`config.mk`:
```
export PLATFORM = sky130hd
export DESIGN_NAME = mb_io_bus_ctrl
export DESIGN_NICKNAME = d
export VERILOG_FILES = /design/src/rtl/mb_io_pkg.sv /design/src/rtl/mb_io_timeout.sv /design/src/rtl/mb_io_bus_ctrl.sv
export SDC_FILE = /design/constraint.sdc
export NUM_CORES = 1
export LEC_CHECK = 0
export ABC_CLOCK_PERIOD_IN_PS = 2000
export CAP_MARGIN = 20
export CORE_AREA = 2 2 124 126
export DETAILED_ROUTE_END_ITERATION = 6
export DIE_AREA = 0 0 126 128
export GPL_TIMING_DRIVEN = 1
export SETUP_SLACK_MARGIN = 0.3
export SLEW_MARGIN = 0
export SYNTH_ARGS = -nofsm -noshare
export SYNTH_HDL_FRONTEND = slang
export SYNTH_SLANG_ARGS = --single-unit
```
`constraint.sdc`:
```
create_clock -name clk -period 2 [get_ports clk]
set_input_delay 0.4 -clock clk [delete_from_list [all_inputs] [get_ports clk]]
set_output_delay 0.4 -clock clk [all_outputs]
set_load 0.1 [all_outputs]
```
`src/rtl/mb_io_pkg.sv`:
```
// Shared constants for the MicroBlaze MCS IO bus controller: FSM state
// encoding, fixed response data words and the slave-select range helper.
package mb_io_pkg;

  localparam logic [1:0] ST_IDLE = 2'd0;
  localparam logic [1:0] ST_WAIT = 2'd1;
  localparam logic [1:0] ST_RESP = 2'd2;

  localparam logic [31:0] ERR_DATA     = 32'h0000_0000;
  localparam logic [31:0] TIMEOUT_DATA = 32'hDEAD_BEEF;

  localparam int MAX_SLAVES = 4;

  function automatic logic sel_in_range(input logic [1:0] sel, input int num_slaves);
    return int'({30'd0, sel}) < num_slaves;
  endfunction

endpackage

```
`src/rtl/mb_io_timeout.sv`:
```
// WAIT-state watchdog: 16-bit cycle counter plus a saturating count of
// transactions that were forced to complete by the watchdog.
module mb_io_timeout #(
  parameter int TIMEOUT_CYCLES = 255
) (
  input  logic       clk,
  input  logic       reset,
  input  logic       wait_enter,
  input  logic       in_wait,
  input  logic       timeout_taken,
  output logic       expired,
  output logic [7:0] timeout_count
);

  localparam logic [15:0] LIMIT = 16'(TIMEOUT_CYCLES - 1);

  logic [15:0] cnt_q, cnt_d;
  logic [7:0]  tmo_cnt_q, tmo_cnt_d;

  always_comb begin
    cnt_d     = cnt_q;
    tmo_cnt_d = tmo_cnt_q;
    if (wait_enter) begin
      cnt_d = '0;
    end else if (in_wait) begin
      cnt_d = cnt_q + 16'd1;
    end
    if (timeout_taken && (tmo_cnt_q != 8'hFF)) begin
      tmo_cnt_d = tmo_cnt_q + 8'd1;
    end
  end

  always_ff @(posedge clk) begin
    if (reset) begin
      cnt_q     <= '0;
      tmo_cnt_q <= '0;
    end else begin
      cnt_q     <= cnt_d;
      tmo_cnt_q <= tmo_cnt_d;
    end
  end

  assign expired       = in_wait && (cnt_q == LIMIT);
  assign timeout_count = tmo_cnt_q;

endmodule

```
`src/rtl/mb_io_bus_ctrl.sv`:
```
// MCS IO bus to NUM_SLAVES slave decoder with a single outstanding transaction.
// Define MB_IO_TIMEOUT_EN to add the WAIT-state watchdog (mb_io_timeout).
module mb_io_bus_ctrl
  import mb_io_pkg::*;
#(
  parameter int NUM_SLAVES     = 4,
  parameter int SEL_LSB        = 6,
  parameter int TIMEOUT_CYCLES = 255
) (
  input  logic                     clk,
  input  logic                     reset,
  input  logic                     IO_Addr_Strobe,
  input  logic                     IO_Read_Strobe,
  input  logic                     IO_Write_Strobe,
  input  logic [31:0]              IO_Address,
  input  logic [3:0]               IO_Byte_Enable,
  input  logic [31:0]              IO_Write_Data,
  output logic [31:0]              IO_Read_Data,
  output logic                     IO_Ready,
  output logic [NUM_SLAVES-1:0]    s_addr_strobe,
  output logic                     s_read_strobe,
  output logic                     s_write_strobe,
  output logic [31:0]              s_address,
  output logic [3:0]               s_byte_enable,
  output logic [31:0]              s_write_data,
  input  logic [32*NUM_SLAVES-1:0] s_read_data,
  input  logic [NUM_SLAVES-1:0]    s_ready,
  output logic                     busy,
  output logic [7:0]               timeout_count
);

  if (NUM_SLAVES < 1 || NUM_SLAVES > MAX_SLAVES) begin : g_bad_num_slaves
    $error("mb_io_bus_ctrl: NUM_SLAVES must be 1..4");
  end
  if (TIMEOUT_CYCLES < 1 || TIMEOUT_CYCLES > 65535) begin : g_bad_timeout
    $error("mb_io_bus_ctrl: TIMEOUT_CYCLES must be 1..65535");
  end

  logic [1:0]  state_q, state_d;
  logic [1:0]  sel_q, sel_d;
  logic [31:0] data_q, data_d;
  logic [1:0]  sel_in;
  logic        sel_ok;
  logic        timeout_hit;
  logic [3:0]  strobe_all;
  logic [3:0]  slave_ready;
  logic [31:0] slave_rdata [MAX_SLAVES];

  assign sel_in = IO_Address[SEL_LSB+1:SEL_LSB];
  assign sel_ok = sel_in_range(sel_in, NUM_SLAVES);

  // Pad the slave bus to four entries so the 2-bit select never indexes out of range.
  for (genvar i = 0; i < MAX_SLAVES; i++) begin : g_slave
    if (i < NUM_SLAVES) begin : g_used
      assign slave_ready[i] = s_ready[i];
      assign slave_rdata[i] = s_read_data[32*i +: 32];
    end else begin : g_unused
      assign slave_ready[i] = 1'b0;
      assign slave_rdata[i] = '0;
    end
  end

  assign s_read_strobe  = IO_Read_Strobe;
  assign s_write_strobe = IO_Write_Strobe;
  assign s_address      = IO_Address;
  assign s_byte_enable  = IO_Byte_Enable;
  assign s_write_data   = IO_Write_Data;

  always_comb begin
    strobe_all = '0;
    if (!reset && IO_Addr_Strobe && (state_q == ST_IDLE) && sel_ok) begin
      strobe_all[sel_in] = 1'b1;
    end
  end
  assign s_addr_strobe = strobe_all[NUM_SLAVES-1:0];

  // The selected slave's ready wins over a watchdog expiry in the same cycle.
  always_comb begin
    state_d = state_q;
    sel_d   = sel_q;
    data_d  = data_q;
    case (state_q)
      ST_IDLE: begin
        if (IO_Addr_Strobe) begin
          sel_d = sel_in;
          if (sel_ok) begin
            state_d = ST_WAIT;
          end else begin
            state_d = ST_RESP;
            data_d  = ERR_DATA;
          end
        end
      end
      ST_WAIT: begin
        if (slave_ready[sel_q]) begin
          state_d = ST_RESP;
          data_d  = slave_rdata[sel_q];
        end else if (timeout_hit) begin
          state_d = ST_RESP;
          data_d  = TIMEOUT_DATA;
        end
      end
      ST_RESP: state_d = ST_IDLE;
      default: state_d = ST_IDLE;
    endcase
  end

  always_ff @(posedge clk) begin
    if (reset) begin
      state_q <= ST_IDLE;
      sel_q   <= '0;
      data_q  <= '0;
    end else begin
      state_q <= state_d;
      sel_q   <= sel_d;
      data_q  <= data_d;
    end
  end

  assign IO_Ready     = (state_q == ST_RESP) && !reset;
  assign IO_Read_Data = IO_Ready ? data_q : '0;
  assign busy         = (state_q != ST_IDLE);

`ifdef MB_IO_TIMEOUT_EN
  logic wait_enter;
  logic timeout_taken;

  assign wait_enter    = (state_q == ST_IDLE) && IO_Addr_Strobe && sel_ok;
  assign timeout_taken = (state_q == ST_WAIT) && !slave_ready[sel_q] && timeout_hit;

  mb_io_timeout #(
    .TIMEOUT_CYCLES(TIMEOUT_CYCLES)
  ) u_timeout (
    .clk           (clk),
    .reset         (reset),
    .wait_enter    (wait_enter),
    .in_wait       (state_q == ST_WAIT),
    .timeout_taken (timeout_taken),
    .expired       (timeout_hit),
    .timeout_count (timeout_count)
  );
`else
  assign timeout_hit   = 1'b0;
  assign timeout_count = 8'd0;
`endif

endmodule

```
==> summary.txt <==
Critical-path cell list: nor2_4, clkinvlp_4, nor3b_4, nor3b_4, buf_12
Number of diodes: 0
WP data arrival: 1550 ps
Setup WS pre-CTS: -23.2 ps
Total Routing Usage GR: 11.5%
Core area: 0.0149 mm2
Mux contribution to synthesized area: 36.4%
Row count: 45
Die height: 128 um
Cells after Synth: 286
First-pass GRT wire length: 14,300 um
Post-synthesis compound-gate area fraction: 1.32%
Post-Synth Adder-Cell Area: 0%
WL final: 10,200 um
Max stage delay cell, worst path: dfxtp_4
Hold violation count in the final report: 0
Final TNS setup: 0 ps
Post-Synth XOR/XNOR Area: 0%
Synth top area share: 24.5%
Leakage: 1.97 nW
Largest net degree at the start of global routing: 25
Worst EP required: 1600 ps
Predominant post-synthesis flop cell: dfxtp_1
Max Clock Freq: 513 MHz
Cell taking the most area after synthesis: dfxtp_1
# hold bufs at CTS: 0
Vias in the first global route: 2,613
CTS Buffer Depth: 2
Initial antenna violation count: 0
Crit-path max FO: 4
Share of post-route cells with drive strength above 1: 38.4%
Largest family of logic cells by synthesized area: multiplexers
Initial core utilization: 19.8%
Area growth syn-to-layout: 83.3%
Yosys reg bits: 36
Status: complete, no violations
# port buffers: 176
Setup Skew: 2.02 ps
Fin. max-slew vios: 0
Routability cong.: 0.723
Remaining DRCs: 0
Number of max-cap violations: 0
Clk root buf: clkbuf_16
Skew-Pair Late Insertion Delay: 270 ps
DR pass1 iterations: 4
WHS: 493 ps
IO Pins: 321
Post-Synthesis Cell Area: 0.00294 mm2
Layout net count: 615
Setup violations, final: 0
HPWL Detailed: 7540 um
Total CTS buffers: 5
Post-DR vias/cell: 4.17
Worst Path Buf+Inv: 2
Power Density: 481 mW/mm2
Clock sinks: 36
Async SR Flop Fraction: 0%
Initial DRC Count: 44
RSZ-0062 raised after global routing: true
Worst Setup End Kind: output port
Via count: 2,495
Minimum clock period: 1950 ps
Area contributors post-synth: dfxtp_1 24%, mux4_2 24%, buf_4 20%, mux2i_1 12%, and2_1 6.8%
Footprint of the multi-input gates: 0.00170 mm2
Cell family with most CP delay: simple AND/OR/NAND/NOR gates
Fillers: 1,472
Count leader, synth: buf_4
Post-synthesis simple-gate area fraction: 14.2%
HP Class: flop to flop
Die area: 0.0161 mm2
Worst setup SP type: flop
Sequential fraction of the synthesis area: 24.5%
CP peak stage delay: 350 ps
Synth warnings: 0
CTS H-tree lvls: 2
Total power: 2.60 mW
TritonCTS clock tree: done
PnR worst setup slack: 50.8 ps
Final period util: 97.5%
Sequential standard cell area: 731 um2
Clock slew at reported path FFs: 60 ps
Maximum VDD drop: 248 uV
Yosys cell types: 22
Post-synth top cells: 78 x buf_4, 36 x dfxtp_1, 35 x mux2i_1, 35 x nor2_1
Grt ovf: 0
Die Span X: 126 um
EDFF count, synth: 0
Worst path most repeated cell: nor3b_4
Mean Syn Cell Area: 10.3 um2
Post-DR wirelength/cell: 17.1 um
Antenna-violating nets left: 0
Critical path type: flop to output port
==> flip-flops by register name, indices dropped and copies added (netlist names) <==
register / cells
data_q: 32
state_q: 2
sel_q: 2
==> cell usage in the layout, fill, tap and decap left out, types with 2 or more instances in the layout <==
master and n:
nor3b_4 3, nor2_4 2, buf_4 12, clkdlybuf4s50_1 132, buf_8 3, nand2_1 4
buf_6 6, a21oi_1 2, mux2i_1 33, dfxtp_1 32, conb_1 8, mux2i_2 2
nand3_1 2, dfxtp_2 2, nor2_1 33, buf_12 45, dfxtp_4 2, and2_4 32
clkbuf_16 8, dlygate4sd2_1 3, mux4_2 32
==> layer usage <==
metal	part of all wire [%]	vias up	global-route usage (%)	wire length, um
met5	0	-	0	0
met2	52	140	20.8	5310
met1	35	1151	11.6	3600
met3	8.8	46	4.13	896
li1	-	1158	-	-
met4	4.1	0	5.75	421
==> tightest hold or removal path, stage by stage, from the launching register on <==
cell and delay (ps):
dfxtp_1 320, mux2i_1 60, nor2_1 70
==> final timing paths <==
check / depth (start not counted) / slack, ps / endpoint / from
hold reg to reg: 2 / 490 / data_q[18]$_SDFFE_PP0P_ / data_q[18]$_SDFFE_PP0P_
hold / removal: 2 / 490 / data_q[18]$_SDFFE_PP0P_ / data_q[18]$_SDFFE_PP0P_
setup reg to reg: 7 / 230 / data_q[20]$_SDFFE_PP0P_ / state_q[0]$_SDFFE_PP0P_
setup / recovery: 5 / 50 / s_addr_strobe[0] / state_q[1]$_SDFFE_PP0P_
==> repair_timing <==
action | in CTS | in global routing
setup endpoints to repair | 39 | 69
pin swaps | 24 | 10
gates cloned | 3 | 4
buffers inserted | 7 | 3
resized for setup | 21 | 10
==> cells by family (layout without fill, tap and decap cells) <==
group                  Yosys count  after routing
multiplexers                    67             67
buffers and inverters           97            215
AO/OA/AOI/OAI                    4              4
other                            1              8
flip-flops                      36             36
AND/OR/NAND/NOR                 81             81
==> per-stage QoR <==
stage	cells	cell area (um2)	util [%]
detailed placement	574	4920	33.1
global placement	574	4920	33.1
CTS	592	5240	35.2
finish	599	5390	36.3
global route	599	5390	36.3
floorplan	293	3100	-
==> layout make-up <==
type,instances,area share [%]
Timing Repair Buffer,206,47.4
Multi-Input combinational cell,160,31.5
Sequential cell,36,13.5
Tap cell,188,4.36
Clock buffer,6,2.39
Clock inverter,2,0.650
Inverter,1,0.139
==> report_power, final <==
| group | switching, mW | internal, mW |
|---|---|---|
| Clock | 0.304 | 0.586 |
| Sequential | 0.0305 | 0.764 |
| Combinational | 0.377 | 0.535 |
(Power assumes the default switching activity.)
